File: src/rtl/demux_frame_rx.sv
`default_nettype none
// ============================================================================
// Module   : demux_frame_rx
// Purpose  : Serial frame receiver and channel demultiplexer. It decodes
//            frames of the form start(1) | addr(ADDR_W, MSB first) |
//            data(DATA_W, MSB first) | even parity(1). A frame with good
//            parity is written into the hold register of channel addr. A frame
//            with bad parity is dropped and counted.
// Ports    : Clock   - sole clock, rising edge
//            Resetn  - asynchronous active-low reset
//            din     - serial input line
//            din_en  - qualifies din; the FSM advances only when this is 1
//            abort   - synchronous discard of any partial frame
//            ch_out  - NCH channel hold registers, channel k at [k*DATA_W +: DATA_W]
//            upd     - one-hot, one-cycle strobe for the channel just written
//            perr    - one-cycle parity-error pulse
//            err_cnt - saturating parity-error count
//            busy    - FSM is not in IDLE
// Revision : 1.0 - initial release
// ============================================================================
module demux_frame_rx #(
  parameter int DATA_W = 4,
  parameter int ADDR_W = 2,
  localparam int NCH   = 2**ADDR_W
) (
  input  logic                Clock,
  input  logic                Resetn,
  input  logic                din,
  input  logic                din_en,
  input  logic                abort,
  output logic [NCH*DATA_W-1:0] ch_out,
  output logic [NCH-1:0]      upd,
  output logic                perr,
  output logic [3:0]          err_cnt,
  output logic                busy
);

  localparam int SH_W  = ADDR_W + DATA_W;
  localparam int CNT_W = $clog2(SH_W + 1);
  localparam logic [CNT_W-1:0] ADDR_LAST = CNT_W'(ADDR_W - 1);
  localparam logic [CNT_W-1:0] DATA_LAST = CNT_W'(DATA_W - 1);

  typedef enum logic [1:0] {
    IDLE = 2'd0,
    ADDR = 2'd1,
    DATA = 2'd2,
    PAR  = 2'd3
  } state_t;

  state_t                  state_q, state_d;
  logic [CNT_W-1:0]        cnt_q,   cnt_d;
  logic [SH_W-1:0]         sh_q,    sh_d;
  logic [NCH*DATA_W-1:0]   ch_q,    ch_d;
  logic [NCH-1:0]          upd_q,   upd_d;
  logic                    perr_q,  perr_d;
  logic [3:0]              err_q,   err_d;

  // Once DATA is complete, the shift register holds {addr, data}.
  logic [ADDR_W-1:0]       frame_addr;
  logic [DATA_W-1:0]       frame_data;
  assign frame_addr = sh_q[SH_W-1:DATA_W];
  assign frame_data = sh_q[DATA_W-1:0];

  always_ff @(posedge Clock or negedge Resetn) begin
    if (!Resetn) begin
      state_q <= IDLE;
      cnt_q   <= '0;
      sh_q    <= '0;
      ch_q    <= '0;
      upd_q   <= '0;
      perr_q  <= 1'b0;
      err_q   <= 4'd0;
    end else begin
      state_q <= state_d;
      cnt_q   <= cnt_d;
      sh_q    <= sh_d;
      ch_q    <= ch_d;
      upd_q   <= upd_d;
      perr_q  <= perr_d;
      err_q   <= err_d;
    end
  end

  always_comb begin
    state_d = state_q;
    cnt_d   = cnt_q;
    sh_d    = sh_q;
    ch_d    = ch_q;
    upd_d   = '0;     // strobes last exactly one cycle
    perr_d  = 1'b0;
    err_d   = err_q;

    // abort has priority over everything, including a parity sample.
    if (abort) begin
      state_d = IDLE;
      cnt_d   = '0;
    end else if (din_en) begin
      case (state_q)
        IDLE: begin
          if (din) begin
            state_d = ADDR;
            cnt_d   = '0;
          end
        end
        ADDR: begin
          sh_d = {sh_q[SH_W-2:0], din};
          if (cnt_q == ADDR_LAST) begin
            state_d = DATA;
            cnt_d   = '0;
          end else begin
            cnt_d = cnt_q + 1'b1;
          end
        end
        DATA: begin
          sh_d = {sh_q[SH_W-2:0], din};
          if (cnt_q == DATA_LAST) begin
            state_d = PAR;
            cnt_d   = '0;
          end else begin
            cnt_d = cnt_q + 1'b1;
          end
        end
        PAR: begin
          // Returning straight to IDLE lets the next start bit arrive while
          // upd/perr is still high.
          state_d = IDLE;
          cnt_d   = '0;
          if (^{sh_q, din} == 1'b0) begin
            ch_d[int'(frame_addr)*DATA_W +: DATA_W] = frame_data;
            upd_d[frame_addr]                       = 1'b1;
          end else begin
            perr_d = 1'b1;
            if (err_q != 4'hF) begin
              err_d = err_q + 4'd1;
            end
          end
        end
        default: begin
          state_d = IDLE;
          cnt_d   = '0;
        end
      endcase
    end
  end

  assign ch_out  = ch_q;
  assign upd     = upd_q;
  assign perr    = perr_q;
  assign err_cnt = err_q;
  assign busy    = (state_q != IDLE);

endmodule
`default_nettype wire

File: config.mk
export PLATFORM = sky130hd
export DESIGN_NAME = demux_frame_rx
export DESIGN_NICKNAME = d
export VERILOG_FILES = /design/src/rtl/demux_frame_rx.sv
export SDC_FILE = /design/constraint.sdc
export NUM_CORES = 1
export LEC_CHECK = 0
export ABC_AREA = 1
export BUFFER_PORTS_ARGS = -buffer_cell sky130_fd_sc_hd__buf_4
export CORE_MARGIN = 8
export CORE_UTILIZATION = 25
export DETAILED_ROUTE_END_ITERATION = 7
export GPL_TIMING_DRIVEN = 0
export HOLD_SLACK_MARGIN = 0.03
export SYNTH_ARGS = -nofsm -noshare
export SYNTH_HDL_FRONTEND = slang
export SYNTH_SLANG_ARGS = --single-unit
export TNS_END_PERCENT = 5
File: constraint.sdc
create_clock -name Clock -period 2.18 [get_ports Clock]
set_input_delay 0.109 -clock Clock [delete_from_list [all_inputs] [get_ports Clock]]
set_output_delay 0.109 -clock Clock [all_outputs]
set_load 0.01 [all_outputs]
* After elaboration in Yosys (flattened, before gate mapping)
Cells that the tools add are included.
** Word-level totals
- Bits in registers :: 36
- Input bits :: 5
- Output and inout port bits :: 26
- Logic and storage cells :: 59
** Operators by class
- Add/sub/neg operators :: 3
- $lt $le $gt $ge :: 2
- Eq/ne operators :: 9
- Shift operators :: 2
- Multiplexer cells :: 23
- Bitwise logic cells :: 2
- Reductions and logical operators :: 11
** Operators by type and width (count)
- negator 4 -> 33 bit :: 1
- variable shift 4 x 33 -> 16 bit (first input constant) :: 1
- indexed part select 4 x 33 -> 16 bit :: 1
- bitwise mux 16 bit :: 1
- 2-to-1 mux 4 bit :: 4
- 2-to-1 mux 3 bit :: 5
- one-hot mux 3 bit (4 select lines) :: 1
- 2-to-1 mux 2 bit :: 5
- inequality test 3 bit (second input constant) :: 3
- one-hot mux 2 bit (4 select lines) :: 1
- AND reduction 4 bit :: 2
- parity 7 bit :: 1
- 2-to-1 mux 1 bit :: 5
- AND reduction 5 bit :: 1
- adder 4 x 1 -> 4 bit (second input constant) :: 1
- == test 2 bit (second input constant) :: 2
- inequality test 4 bit (second input constant) :: 1
- nonzero test 2 bit :: 2
- adder 3 x 1 -> 3 bit (second input constant) :: 1
- == test 3 x 1 -> 1 bit (second input constant) :: 1
- == test 3 x 2 -> 1 bit (second input constant) :: 1
- < comparator 2 x 3 -> 1 bit (second input constant) :: 1
- AND reduction 3 bit :: 1
- demux 1 bit (select 2 bit) :: 1
- other kinds (7) :: 8

* Depth between registers and ports, before layout
- Depth in word-level cells :: 8
- Gate-level depth with buffers :: 11
- Gate-level depth less buffers :: 10

* Least setup slack after synthesis
Ideal clock, no wire load.
- Kind :: register to register
- From :: register sh_q[4]
- To :: register ch_q[10] (netlist: ch_out[10])
- Library setup time :: 117 ps
- Arrival time :: 1446 ps
- Data required time :: 2063 ps
- Setup slack :: 617 ps
- Cell stages (with the launch flop) :: 9
- Path buffers :: 1
- Period minus slack after synthesis :: 1563 ps
- Cell sequence :: dfrtp_1 -> ha_1 -> xnor2_1 -> nand3_1 -> nand2_2 -> buf_6 -> nand3_4 -> nand2_1 -> nand2_1
** On the way
- Word-level cells in the longest chain between the ends :: 3
- Elaborated cells between the ends (all ways) :: 7
- Classes of those cells :: 1 x add/sub; 2 x shift; 1 x mux; 1 x bitwise; 2 x reduce/logical
** RTL lines
- start: declaration :: line 52 : logic [SH_W-1:0] sh_q, sh_d;
- start signal: assignment :: line 68 : sh_q <= '0;
- start signal: assignment :: line 76 : sh_q <= sh_d;
- negator 4 -> 33 bit / parity 7 bit (equally long branches) :: line 129, 128
- indexed part select 4 x 33 -> 16 bit, or another cell as far along :: line 129 : ch_d[int'(frame_addr)*DATA_W +: DATA_W] = frame_data;
- bitwise mux 16 bit / AND reduction 4 bit (equally long branches)
- end signal: assignment :: line 77 : ch_q <= ch_d;
- end: declaration :: line 53 : logic [NCH*DATA_W-1:0] ch_q, ch_d;
Parallel ways exist; a longest one is shown, timed or not.
A chain may end at the register's enable or synchronous reset.

* Worst setup path in the final report
- From :: register sh_q[4]
- To :: register ch_q[11] (netlist: ch_out[11])
Same word-level chain as after synthesis.

==> results.md <==
- Footprint of the multi-input gates: 917.1 um2
- Setup Buffers After CTS: 0
- Synth Register Bits: 36
- Detailed Place HPWL: 3295 um
- Routed len/inst: 11.16 um
- Top cell type's share of synthesized area: 46.42%
- Synth area leaders: dfrtp_1, nand2_1, ha_1, nand4_1, inv_1
- Dpl ws: 0.4500 ns
- Avg Inst Size Synth: 8.258 um2
- Vias in the first global route: 1625
- # resized after CTS: 0
- Power per cell area: 1020 mW/mm2
- Setup repair after global routing missed its margin: false
- Register area: 900.9 um2
- Reg clk slew, reported paths: 0.07 ns
- Crit path arrival time: 1.94 ns
- Clock skew: 0.006343 ns
- Status: completed
- Sequential area share after synthesis: 46.42%
- Initial antenna violation count: 0
- Global-route wire length before repair: 7438 um
- Die Ht: 104.1 um
- DRT Pass-1 Iters: 4
- Antenna Cells: 0
- Port bufs: 30
- Final GP Congestion: 0.8329
- Skew-Pair Late Insertion Delay: 0.28 ns
- Synth cell types: 21
- Nature of the critical path startpoint: flop
- Total vias in the final route: 1591
- Worst VDD drop: 0.0004634 V
- CP Data Required Time: 2.36 ns
- Static Leak: 1.270 nW
- H-tree levels: 2
- Die X: 104.1 um
- Syn Inst Count: 235
- Cell mode on critical path: nand2_1
- I/O Pins: 31
- Fmax: 568.0 MHz
- Core footprint: 0.007607 mm2
- Relative slew margins: 69.80%
- Maximum fanout along the worst path: 10
- Share of cells above drive strength 1: 18.25%
- # rows: 32
- Fin. Hold Viols: 0
- Die area: 0.01084 mm2
- Largest net degree at the start of global routing: 37
- Final worst slack: 0.4196 ns
- # clock sinks: 36
- Critical Path Sink Type: flop
- Area leader, netlist: dfrtp_1
- Fill cell total of the finished layout: 818
- Max stage delay on crit path: 0.47 ns
- Inserted Clock Buffers: 5
- Synth Warn #: 0
- Final worst path period need: 1.760 ns
- Final setup violation count: 0
- Global route overflow: 0
- CP cell instances: ha_1, xnor2_1, nand3_1, nand2_2, buf_6, nand3_4, nand2_1, nand2_1
- Syn nets: 255
- Total Nets Final: 293
- Highest-delay cell along the critical path: dfrtp_1
- CTS tree: yes
- Worst Hold Class: in2reg
- P&R area growth vs syn: 24.44%
- Post-Route Setup TNS: 0 ns
- Crit Path Class: reg2reg
- Iteration-0 DRC Markers: 64
- DRT antenna net count: 0
- Final Max Tran Viols: 0
- DR vias/cell: 4.231
- Hold Buf Count CTS: 1
- CTS Buffer Depth: 2
- # DRC: 0
- Root Buffer Master: clkbuf_8
- Initial Util: 25.51%
- Gr usage total: 8.195%
- Post-Syn Area: 0.001941 mm2
- Worst-Margin Slew: 0.4530 ns
- Total wire length: 4197 um
- Max Cap Viol: 0
- Final period utilization: 80.75%
[cell type report]
cell class,count,area share [%]
clock inverters,3,1.762
repair buffers,31,9.741
clock buffers,5,2.850
well taps,102,5.285
multi-input cells,170,37.98
plain buffers,5,1.347
inverters,24,3.731
flip-flops and latches,36,37.31
[critical path, delay by kind of cell (launching register included)]
family	cells	cell delay (ns)
xor gates and xnor gates	1	0.22
adders and majority gates	1	0.35
buffers and inverters	1	0.16
DFF	1	0.47
and+or+nand+nor	5	0.45
[flip-flops by register name, summed over array words and instances (netlist names)]
register / count
ch_out: 16
sh_q: 6
err_cnt: 4
upd: 4
cnt_q: 3
state_q: 2
perr: 1
[logic make-up (layout without fill, tap and decap cells)]
logic type / after synthesis / after routing / share of synthesized area [%]
simple gates: 136 / 136 / 31.85
fa+ha+maj: 15 / 15 / 9.671
xor+xnor: 4 / 4 / 1.806
flops: 36 / 36 / 46.42
buf+inv: 29 / 68 / 6.319
compound gates: 15 / 15 / 3.933
[Yosys cell counts (all sizes together)]
cell	count
nand2	81
dfrtp	36
nor2	21
buf	4
o21ai	13
nor3	1
a21oi	1
xnor2	2
nand3	13
clkbuf	1
o22ai	1
nand4	20
xor2	2
inv	24
ha	15
[path summary, 6_finish.rpt]
| kind | endpoint | startpoint | cells after the start | slack [ns] |
|---|---|---|---|---|
| min reg2reg | ch_out[7]$_DFFE_PN0P_ | ch_out[7]$_DFFE_PN0P_ | 2 | 0.47 |
| min in group asynchronous | upd[2]$_DFF_PN0_ | Resetn | 2 | 0.32 |
| min | state_q[1]$_DFFE_PN0P_ | abort | 4 | 0.10 |
| max | ch_out[11]$_DFFE_PN0P_ | sh_q[4]$_DFFE_PN0P_ | 8 | 0.42 |
| max reg2reg | ch_out[11]$_DFFE_PN0P_ | sh_q[4]$_DFFE_PN0P_ | 8 | 0.42 |
| max in group asynchronous | sh_q[2]$_DFFE_PN0P_ | Resetn | 2 | 1.55 |
[where the power goes]
group	leakage (nW)	switching [mW]	internal, mW	total [mW]
Clock	0.0541	0.238	0.338	0.576
Combinational	0.719	0.674	0.367	1.04
Sequential	0.496	0.103	0.744	0.847
[metal layers]
| layer | vias up | GRT usage, % | routed length, um |
|---|---|---|---|
| met5 | - | 0 | 0 |
| met4 | 0 | 2.172 | 33 |
| met3 | 5 | 2.912 | 243 |
| met2 | 26 | 13.84 | 1930 |
| met1 | 725 | 9.585 | 1989 |
| li1 | 835 | - | - |
[cells in the final DEF, fill, tap and decap left out, drive strengths merged, types with 6 or more instances in the layout]
cell type | Yosys | layout
nand2 | 81 | 81
dfrtp | 36 | 36
buf | 4 | 34
inv | 24 | 24
nor2 | 21 | 21
nand4 | 20 | 20
ha | 15 | 15
o21ai | 13 | 13
nand3 | 13 | 13
clkbuf | 1 | 6
[stage by stage]
stage | hold slack, ns | area (um2) | cells | total power, mW | utilization, %
2_1_floorplan | -0.1866 | 1941 | 235 | 1.636 | -
3_3_place_gp | 0.09153 | 2293 | 367 | 1.879 | 30.15
3_5_place_dp | 0.1007 | 2293 | 367 | 1.900 | 30.15
4_1_cts | 0.09571 | 2415 | 376 | 2.493 | 31.74
5_1_grt | 0.1183 | 2415 | 376 | 2.656 | 31.74
6_report | 0.1020 | 2415 | 376 | 2.464 | 31.74
Note: power is estimated with default switching activity, not from simulation.
